**src/rtl/repeat_seq_checker_pkg.sv**
```systemverilog
// Shared types and helpers for the repeat_seq_checker slice: FSM state
// encoding, run-counter and error-counter widths, and the wrap-around
// successor function used to predict the next counter value.
package repeat_seq_checker_pkg;

  typedef enum logic [1:0] {
    ST_IDLE    = 2'd0,
    ST_ACQUIRE = 2'd1,
    ST_TRACK   = 2'd2
  } state_e;

  localparam int RC_W = 4;
  localparam int ERR_CNT_W = 8;
  localparam logic [ERR_CNT_W-1:0] ERR_CNT_MAX = 8'd255;

  // Successor of v in a counter that wraps to 0 after maxv. The caller
  // truncates the result to its own data width.
  function automatic int unsigned nxt_wrap(input int unsigned v, input int unsigned maxv);
    return (v == maxv) ? 32'd0 : v + 32'd1;
  endfunction

endpackage

```
**src/rtl/repeat_seq_checker_run_len_cnt.sv**
```systemverilog
// Run-length counter for repeat_seq_checker: counts how many consecutive
// samples of the current value have been seen and compares against REP.
module seq_run_len_cnt
  import repeat_seq_checker_pkg::*;
#(
  parameter int REP = 5
) (
  input  logic            clk,
  input  logic            rst,
  input  logic            load,
  input  logic            inc,
  output logic [RC_W-1:0] rc,
  output logic            at_rep,
  output logic            below_rep
);

  logic [RC_W-1:0] rc_q;
  logic [RC_W-1:0] rc_d;

  // Next count: a new run restarts at 1, a repeated sample adds one.
  always_comb begin
    rc_d = rc_q;
    if (load) begin
      rc_d = RC_W'(1);
    end else if (inc) begin
      rc_d = rc_q + RC_W'(1);
    end
  end

  // Count register.
  always_ff @(posedge clk) begin
    if (rst) begin
      rc_q <= '0;
    end else begin
      rc_q <= rc_d;
    end
  end

  assign rc        = rc_q;
  assign at_rep    = (rc_q == RC_W'(REP));
  assign below_rep = (rc_q <  RC_W'(REP));

endmodule

```
**config.mk**
```make
export PLATFORM = sky130hd
export DESIGN_NAME = seq_run_len_cnt
export DESIGN_NICKNAME = d
export VERILOG_FILES = /design/src/rtl/repeat_seq_checker_pkg.sv /design/src/rtl/repeat_seq_checker_run_len_cnt.sv
export SDC_FILE = /design/constraint.sdc
export NUM_CORES = 1
export LEC_CHECK = 0
export CAP_MARGIN = 15
export CORE_AREA = 2 2 39 41
export CTS_BUF_LIST = sky130_fd_sc_hd__clkbuf_4 sky130_fd_sc_hd__clkbuf_8
export DETAILED_ROUTE_END_ITERATION = 6
export DIE_AREA = 0 0 41 43
export GPL_ROUTABILITY_DRIVEN = 1
export HOLD_SLACK_MARGIN = 0.02
export PLACE_DENSITY = 0.51
export REMOVE_ABC_BUFFERS = 1
export SYNTH_ARGS = -nofsm -noshare
export SYNTH_HDL_FRONTEND = slang
export SYNTH_SLANG_ARGS = --single-unit
export TNS_END_PERCENT = 100
```
**constraint.sdc**
```tcl
create_clock -name clk -period 1.48 [get_ports clk]
set_clock_uncertainty 0.2 [all_clocks]
set_input_delay 0.296 -clock clk [delete_from_list [all_inputs] [get_ports clk]]
set_output_delay 0.296 -clock clk [all_outputs]
set_load 0.01 [all_outputs]
```
### Word level (Yosys, flattened, before mapping)

Index checks and enable logic that the tools add are counted.

| storage, ports and cells | value |
|---|---|
| input bits | 4 |
| register bits after elaboration | 4 |
| output and inout port bits | 6 |

| operators by class | value |
|---|---|
| order comparisons | 1 |
| reductions and logical operators | 2 |
| equal/unequal tests | 1 |
| muxes and demuxes | 2 |
| add/sub/neg operators | 1 |

Operator list:

| operator | number |
|---|---|
| adder 4 x 1 -> 4 bit (second input constant) | 1 |
| == test 4 x 3 -> 1 bit (second input constant) | 1 |
| less-than comparator 4 x 3 -> 1 bit (second input constant) | 1 |
| two-way mux 1 bit | 2 |
| nonzero test 2 bit | 1 |
| OR reduction 2 bit | 1 |

### Depth between registers and ports, before layout

Gate-level depths: netlist of run 1.

| logic depth | value |
|---|---|
| depth after elaboration | 3 |
| depth in mapped cells | 4 |
| gate-level depth less buffers | 4 |

### Worst setup path after synthesis of run 1

No wires, ideal clock.

| timing path | value |
|---|---|
| kind | reg2out |
| start | register rc_q[0], in the netlist rc[0] |
| end | output port at_rep |
| path slack | 150 ps |
| stages on the path, launching flop included | 4 |
| arrival time | 834 ps |
| data required time | 984 ps |
| cell sequence | dfxtp_1 ha_1 nand2_1 nor2_1 |

| between the ends | value |
|---|---|
| cells in the longest elaborated chain, start to end | 1 |

RTL lines:

| item | line | RTL |
|---|---|---|
| start: declaration | repeat_seq_checker_run_len_cnt.sv:17 | `logic [RC_W-1:0] rc_q;` |
| start signal: assignment | repeat_seq_checker_run_len_cnt.sv:35 | `rc_q <= rc_d;` |
| == test 4 x 3 -> 1 bit | repeat_seq_checker_run_len_cnt.sv:40 | `assign at_rep = (rc_q == RC_W'(REP));` |
| end: declaration | repeat_seq_checker_run_len_cnt.sv:13 | `output logic at_rep,` |

Every way passes these cells.

### Final worst setup path of run 1

| timing path | value |
|---|---|
| start | register rc_q[0], in the netlist rc[0] |
| end | output port below_rep |

| between the ends | value |
|---|---|
| cells in the longest elaborated chain, start to end | 1 |

RTL lines:

| item | line | RTL |
|---|---|---|
| less-than comparator 4 x 3 -> 1 bit | repeat_seq_checker_run_len_cnt.sv:41 | `assign below_rep = (rc_q < RC_W'(REP));` |
| end: declaration | repeat_seq_checker_run_len_cnt.sv:14 | `output logic below_rep` |

Every way passes these cells.

==> summary.txt, run 1 <==
core area -> 1384 um^2
initial antenna violation count -> 0
PD cells -> 728.3 nW/um^2
CP Cell Sequence -> inv_4 > ha_4 > inv_1 > a21oi_2 > buf_2
pin count of the biggest net entering global routing -> 6
Critical Path Slowest Stage Cell -> dfxtp_4
WP data required -> 0.98 ns
Skew-Pair Late Insertion Delay -> 0.23 ns
# H-tree levels -> 1
hpwl dp -> 415.9 um
Tcrit/Tclk final -> 102.0%
wire per inst -> 8.879 um
die height -> 43 um
synthesized area -> 231.5 um^2
final setup margin -> -0.02980 ns
Syn Inst Count -> 26
P&R area growth vs syn -> 81.62%
Max Freq -> 0.6623 GHz
IO buf count -> 9
Crit. End Element -> output port
Avg Inst Size Synth -> 8.903 um^2
Setup violations, final -> 2
Die Area -> 1763 um^2
Routed Antenna Nets -> 0
Die X -> 41 um
Util after Layout -> 30.38%
arrival time worst endpoint -> 1.01 ns
CTS clk-pin slew, worst paths -> 0.04 ns
antenna diode count -> 0
First DRT Iteration DRCs -> 3
area of the multi-input gates -> 167.7 um^2
Vias/cell -> 3.948
Slew HR -> 88.64%
initial core utilization -> 16.73%
Yosys reg bits -> 4
Worst Tran Pin Value -> 0.1700 ns
GRT Overall Usage -> 7.623%
CP max stage delay -> 0.35 ns
design area -> 420.4 um^2
hold crit path type -> flop to flop
Synth warnings -> 0
Max clock buf depth -> 2
overall power -> 306.2 uW
RSZ-0062 raised after global routing -> yes
Std-Cell Rows -> 14
dpl cell area -> 371.6 um^2
post-synth cell types -> 15
grt ovf -> 0
number of remaining DRC errors -> 0
status -> finished, violations left
number of flip-flops in the largest register -> 4
register area share after synthesis -> 34.59%
Post-CTS Setup Bufs -> 0
Reg area -> 86.33 um^2
# IOs -> 10
startpoint type of the worst setup path -> flop
maximum VDD drop -> 0.3707 mV
failing checks -> setup timing
CTS sink count -> 4
Final Hold Vio Count -> 0
crit path max fanout -> 3
drt first pass iters -> 2
max_cap viols -> 0
Post-Route WL -> 515 um
vias -> 229
P_leak -> 0.1844 nW
CTS buffer count -> 3
CP Class -> flop to output port
Fill cells -> 152
vias in the first global route -> 217
Root Driver -> clkbuf_4
minimum clock period after layout -> 1.510 ns
Final GP Congestion -> 0.6748
# nets final -> 51
CTS tree -> done
Max Transition Viols Final -> 0
proportion of layout cells with a drive suffix above 1 -> 50.00%
first-pass GRT wire length -> 848 um
where the power goes:
part,total (mW),leakage (nW),switching (mW),internal (mW)
Combinational,0.0551,0.136,0.0243,0.0308
Clock,0.134,0.0138,0.0432,0.0906
Sequential,0.117,0.0341,0.00497,0.112
worst paths after layout:
path                            from                  to  slack [ns]  cells after the start
hold reg to reg   rc[1]$_SDFFE_PP0P_  rc[1]$_SDFFE_PP0P_        0.44                      3
setup reg to reg  rc[0]$_SDFFE_PP0P_  rc[2]$_SDFFE_PP0P_        0.18                      4
hold / removal    rc[1]$_SDFFE_PP0P_  rc[1]$_SDFFE_PP0P_        0.44                      3
setup / recovery  rc[0]$_SDFFE_PP0P_           below_rep       -0.03                      5
cell type report:
cell class	count	area share, %
Sequential cell	4	20.54
Multi-Input combinational cell	18	39.88
Timing Repair Buffer	13	24.70
Inverter	4	4.762
Tap cell	16	4.762
Clock buffer	3	5.357
through the flow:
stage | cells | TNS (ns) | worst slack (ns) | hold slack (ns)
after global routing | 58 | -0.1726 | -0.08698 | 0.4854
after detailed placement | 55 | -0.5256 | -0.2294 | 0.4116
after CTS | 58 | -0.07509 | -0.04737 | 0.4185
after floorplan | 26 | 0 | 0.1503 | 0.1651
final | 58 | -0.04538 | -0.02980 | 0.4444
after global placement | 55 | -0.5227 | -0.2159 | 0.4109
cells in the mapped netlist:
cell type / instances / share of area (%)
dfxtp_1: 4 / 35
inv_1: 4 / 6.5
a21oi_1: 3 / 6.5
ha_1: 3 / 16
nor2_1: 2 / 3.2
a21bo_2: 1 / 4.3
mux2_1: 1 / 4.9
mux2i_1: 1 / 4.3
nand2_1: 1 / 1.6
nand3b_1: 1 / 3.2
nand4_1: 1 / 2.7
nor3_1: 1 / 2.2
nor3b_1: 1 / 3.2
or2_2: 1 / 2.7
xnor2_1: 1 / 3.8
worst max-delay path, delay by kind of cell (launching register included):
family                   cells  cell delay (ns)
AO/OA/AOI/OAI                1             0.09
adder cells (fa/ha/maj)      1             0.11
buffers and inverters        3             0.23
flip-flops                   1             0.35
cell families after synthesis:
| kind of cell | after synthesis | synth area share, % |
|---|---|---|
| and+or+nand+nor | 8 | 18.92 |
| xor gates and xnor gates | 1 | 3.784 |
| adders and majority gates | 3 | 16.22 |
| muxes | 2 | 9.189 |
| buffers and inverters | 4 | 6.485 |
| AOI/OAI and AO/OA | 4 | 10.81 |
| DFF | 4 | 34.60 |
metal layers:
metal / share of wire, % / GRT usage [%]
met1: 37 / 6.731
met3: 3.5 / 3.141
met2: 60 / 12.50
met5: 0 / 0
met4: 0 / 6.000
repair_timing:
action / CTS / global route
endpoints found under the setup margin: 6 / 5
pin swaps: 1 / 3
hold buffers: 0 / 0
gates cloned: 0 / 0
resized for setup: 17 / 13
cell usage in the layout (no fill, tap or decap):
cell	netlist	final
nand4_1	1	1
dfxtp_4	0	1
clkbuf_2	0	1
buf_2	0	2
dlygate4sd2_1	0	1
nor2_1	2	2
ha_4	0	2
a21oi_2	0	1
or2_2	1	1
xnor2_1	1	1
nor3b_1	1	1
clkdlybuf4s50_1	0	3
buf_4	0	4
ha_1	3	1
a21oi_1	3	2
a21bo_2	1	1
clkbuf_4	0	3
mux2i_1	1	1
dfxtp_2	0	2
mux2_1	1	1
clkdlybuf4s15_1	0	2
nor3_1	1	1
nand2_2	0	1
dfxtp_1	4	1
inv_4	0	2
inv_1	4	2
nand3b_1	1	1
Note: power is estimated with default switching activity, not from simulation.
==> run 2, diff against run 1 <==
- CELL_PAD_IN_SITES_DETAIL_PLACEMENT: unset -> 0
- CELL_PAD_IN_SITES_GLOBAL_PLACEMENT: unset -> 2
- PLACE_DENSITY: 0.51 -> 0.73
==> summary.txt, run 2 (same netlist as run 1, synthesis figures left out) <==
PD cells -> 719.3 nW/um^2 (-1.2%)
Root Driver -> clkbuf_4
Skew-Pair Late Insertion Delay -> 0.23 ns (about the same)
# H-tree levels -> 1 (unchanged)
vias in the first global route -> 224 (+3.2%)
Die X -> 41 um (unchanged)
pin count of the biggest net entering global routing -> 5 (-1)
WP data required -> 0.98 ns (about the same)
area of the multi-input gates -> 165.2 um^2 (-1.5%)
min-delay src -> rc[1]$_SDFFE_PP0P_
CP Class -> flop to output port
status -> finished, violations left
Setup TNS Final -> -0.05838 ns (-0.01300 ns)
wire per inst -> 9.000 um (+1.4%)
placed cell count -> 56 (+1.8%)
first-pass GRT wire length -> 807 um (-4.8%)
Final Hold Vio Count -> 0 (unchanged)
grt ovf -> 0 (unchanged)
failing checks -> setup timing
Worst R2R Path Depth -> 4 (unchanged)
antenna diode count -> 0 (unchanged)
maximum VDD drop -> 0.4014 mV (+8.3%)
final setup margin -> -0.04195 ns (-0.01215 ns)
core area -> 1384 um^2 (unchanged)
Std-Cell Rows -> 14 (unchanged)
Post-Route WL -> 531 um (+3.1%)
number of remaining DRC errors -> 0 (unchanged)
number of flip-flops in the largest register -> 4 (unchanged)
reg-to-reg endpoint -> rc[2]$_SDFFE_PP0P_
Routed Antenna Nets -> 0 (unchanged)
drt first pass iters -> 2 (unchanged)
Slew HR -> 90.91% (+2.3 points)
arrival time worst endpoint -> 1.03 ns (+0.02 ns)
minimum clock period after layout -> 1.522 ns (+0.01215 ns)
hold endpoint -> rc[1]$_SDFFE_PP0P_
most frequent cells in the layout -> 5 x buf_4, 3 x clkbuf_4, 3 x clkdlybuf4s50_1
Crit. End Element -> output port
CTS sink count -> 4 (unchanged)
initial antenna violation count -> 0 (unchanged)
commonest non-fill, non-tap cell in the layout -> buf_4
die height -> 43 um (unchanged)
startpoint type of the worst setup path -> flop
RSZ-0062 raised after global routing -> yes
CTS buffer count -> 3 (unchanged)
R2R setup slack -> 0.18 ns (about the same)
Tcrit/Tclk final -> 102.8% (+0.82 points)
initial core utilization -> 16.73% (unchanged)
P_leak -> 0.1878 nW (+1.9%)
CTS tree -> done
Post-CTS Setup Bufs -> 0 (unchanged)
Reg area -> 86.33 um^2 (unchanged)
Max Freq -> 0.6571 GHz (-0.80%)
Max clock buf depth -> 2 (unchanged)
Final GP Congestion -> 0.5954 (-12%)
# IOs -> 10 (unchanged)
CTS clk-pin slew, worst paths -> 0.04 ns (about the same)
CTS Hold Bufs -> 0 (unchanged)
Max Transition Viols Final -> 0 (unchanged)
DP Worst Slack -> -0.2345 ns (-0.005124 ns)
First DRT Iteration DRCs -> 1 (-2)
Hold Path Cell Cnt -> 3 (unchanged)
crit path from -> rc[0]$_SDFFE_PP0P_
IO buf count -> 9 (unchanged)
# nets final -> 52 (+2.0%)
worst r2r src -> rc[0]$_SDFFE_PP0P_
GRT Overall Usage -> 7.236% (-0.39 points)
P&R area growth vs syn -> 83.78%
Worst Tran Pin Value -> 0.1326 ns (-0.03740 ns)
worst hold slack -> 0.4524 ns (+0.007987 ns)
hold crit path type -> flop to flop
overall power -> 306.0 uW (about the same)
vias -> 238 (+3.9%)
Die Area -> 1763 um^2 (unchanged)
Setup violations, final -> 2 (unchanged)
Non-Filler Instances -> 59 (+1.7%)
max_cap viols -> 0 (unchanged)
Vias/cell -> 4.034 (+2.2%)
crit path max fanout -> 3 (unchanged)
Fill cells -> 159 (+4.6%)
proportion of layout cells with a drive suffix above 1 -> 51.16% (+1.2 points)
-- run 2: critical path, cell delays in order (launching register included) --
cell     delay (ns)
dfxtp_4        0.35
inv_4          0.06
ha_4           0.12
inv_2          0.03
a21oi_2        0.10
buf_2          0.13
-- run 2: repair_timing --
item                                   in CTS  in global routing
setup endpoints to repair                   6                  4
pin swaps                                   1                  3
resized for setup                          17                 13
endpoints found under the hold margin       0                  0
-- run 2: final cells by class --
cell class | instances | share of cell area, %
Inverter | 4 | 4.706
Clock buffer | 3 | 5.294
Tap cell | 16 | 4.706
Multi-Input combinational cell | 18 | 38.82
Sequential cell | 4 | 20.29
Timing Repair Buffer | 14 | 26.18
-- run 2: worst max-delay path by stage --
| stage | end | cells past startpoint |
|---|---|---|
| 4_1_cts | below_rep | 5 |
| 3_3_place_gp | below_rep | 5 |
| 6_report | below_rep | 5 |
| 3_5_place_dp | below_rep | 5 |
| 5_1_grt | below_rep | 5 |
| 2_1_floorplan | at_rep | 3 |
-- run 2: where the power goes --
group	switching (mW)	total (mW)	leakage, nW	internal [mW]
Sequential	0.00535	0.118	0.0341	0.112
Combinational	0.0248	0.0560	0.140	0.0312
Clock	0.0418	0.132	0.0138	0.0905
-- run 2: stage by stage --
step / cell area [um^2] / util [%]
2_1_floorplan: 231.5 / -
5_1_grt: 425.4 / 30.74
4_1_cts: 392.9 / 28.39
6_report: 425.4 / 30.74
3_5_place_dp: 379.1 / 27.40
3_3_place_gp: 379.1 / 27.40
-- run 2: per-layer routing --
layer	GRT usage, %	vias up	routed length (um)	share of wire, %
li1	-	122	-	-
met1	7.097	108	222	42
met5	0	-	0	0
met2	10.94	6	282	53
met3	3.141	2	12	2.3
met4	6.000	0	14	2.6
==> run 3, diff against run 2 <==
- RECOVER_POWER: unset -> 25
==> summary.txt, run 3 (same netlist as run 1, synthesis figures left out) <==
status -> finished, violations left
failing checks -> setup timing
CTS buffer count -> 3 (unchanged)
pin count of the biggest net entering global routing -> 5 (unchanged)
Root Driver -> clkbuf_4
busiest layer in global routing -> met2
Skew-Pair Late Insertion Delay -> 0.23 ns (about the same)
M3 GR Usage -> 3.141% (unchanged)
PD cells -> 722.8 nW/um^2 (+0.47%)
most frequent cells in the layout -> 4 x buf_4, 3 x clkbuf_4, 3 x clkdlybuf4s50_1
arrival time worst endpoint -> 1.03 ns (about the same)
minimum clock period after layout -> 1.522 ns (unchanged)
hold crit path type -> flop to flop
Std-Cell Rows -> 14 (unchanged)
Die Area -> 1763 um^2 (unchanged)
WP data required -> 0.98 ns (about the same)
CTS clk-pin slew, worst paths -> 0.04 ns (about the same)
commonest non-fill, non-tap cell in the layout -> buf_4
drt first pass iters -> 2 (unchanged)
Slew HR -> 86.75% (-4.2 points)
maximum VDD drop -> 0.4014 mV (about the same)
number of flip-flops in the largest register -> 4 (unchanged)
Fill cells -> 158 (-0.63%)
CTS Hold Bufs -> 0 (unchanged)
Final Hold Vio Count -> 0 (unchanged)
vias -> 238 (unchanged)
max_cap viols -> 0 (unchanged)
CP Class -> flop to output port
vias in the first global route -> 224 (unchanged)
# H-tree levels -> 1 (unchanged)
CTS sink count -> 4 (unchanged)
Util after Layout -> 30.47% (-0.27 points)
proportion of layout cells with a drive suffix above 1 -> 48.84% (-2.3 points)
First DRT Iteration DRCs -> 1 (unchanged)
Routed Antenna Nets -> 0 (unchanged)
RSZ-0062 raised after global routing -> yes
Final GP Congestion -> 0.5954 (unchanged)
GRT Overall Usage -> 7.236% (unchanged)
number of remaining DRC errors -> 0 (unchanged)
Worst Tran Pin Value -> 0.1988 ns (+0.06616 ns)
Vias/cell -> 4.034 (unchanged)
wire per inst -> 8.966 um (-0.38%)
Max Freq -> 0.6571 GHz (unchanged)
antenna diode count -> 0 (unchanged)
Post-Route WL -> 529 um (-0.38%)
final setup margin -> -0.04195 ns (unchanged)
Die X -> 41 um (unchanged)
Max Transition Viols Final -> 0 (unchanged)
crit path max fanout -> 3 (unchanged)
P&R area growth vs syn -> 82.16%
die height -> 43 um (unchanged)
GR Layer Usage met2 -> 10.94% (unchanged)
P_leak -> 0.1842 nW (-1.9%)
CTS tree -> done
# IOs -> 10 (unchanged)
Max clock buf depth -> 2 (unchanged)
Setup TNS Final -> -0.05838 ns (unchanged)
IO buf count -> 9 (unchanged)
startpoint type of the worst setup path -> flop
Crit. End Element -> output port
# nets final -> 52 (unchanged)
initial antenna violation count -> 0 (unchanged)
core area -> 1384 um^2 (unchanged)
Tcrit/Tclk final -> 102.8% (unchanged)
Setup violations, final -> 2 (unchanged)
grt ovf -> 0 (unchanged)
first-pass GRT wire length -> 807 um (unchanged)
initial core utilization -> 16.73% (unchanged)
met1 Use GR -> 7.097% (unchanged)
==> run 3: area by class of cell <==
class,count,area (um^2),area share [%]
Multi-Input combinational cell,18,165.2,39.17
Timing Repair Buffer,14,107.6,25.52
Sequential cell,4,86.33,20.47
Clock buffer,3,22.52,5.341
Inverter,4,20.02,4.748
Tap cell,16,20.02,4.748
==> run 3: final timing paths <==
path,startpoint,to,slack (ns),cells past startpoint
max,rc[0]$_SDFFE_PP0P_,below_rep,-0.04,5
min,rc[1]$_SDFFE_PP0P_,rc[1]$_SDFFE_PP0P_,0.45,3
max reg2reg,rc[0]$_SDFFE_PP0P_,rc[2]$_SDFFE_PP0P_,0.18,4
min reg2reg,rc[1]$_SDFFE_PP0P_,rc[1]$_SDFFE_PP0P_,0.45,3
==> run 3: layer usage <==
layer	part of all wire [%]	vias to the layer above
li1	-	122
met1	42	108
met2	53	6
met3	2.3	2
met4	2.6	0
met5	0	-
==> run 3: worst max-delay path: stages (launching register included) <==
cell     delay [ns]
dfxtp_4        0.35
inv_4          0.06
ha_4           0.12
inv_2          0.03
a21oi_2        0.10
buf_2          0.13
==> run 3: report_power, final <==
group	leakage (nW)	total [mW]	internal, mW	switching [mW]
logic	0.136	0.0547	0.0300	0.0247
clock network	0.0138	0.132	0.0905	0.0418
registers	0.0341	0.118	0.112	0.00535
==> run 3: stage by stage <==
step	instance area, um^2	total power, mW	instances	setup slack, ns	hold slack, ns
after floorplan	231.5	0.1359	26	0.1503	0.1651
after CTS	392.9	0.3018	59	-0.04359	0.4389
after detailed placement	379.1	0.1661	56	-0.2345	0.4403
final	421.7	0.3048	59	-0.04195	0.4524
after global routing	421.7	0.3258	59	-0.09224	0.4879
after global placement	379.1	0.1658	56	-0.2188	0.4080
==> run 3: repair_timing <==
item / in CTS / in global routing
resized for setup: 17 / 13
setup endpoints to repair: 6 / 4
buffers inserted: 0 / 0
pin swaps: 1 / 3
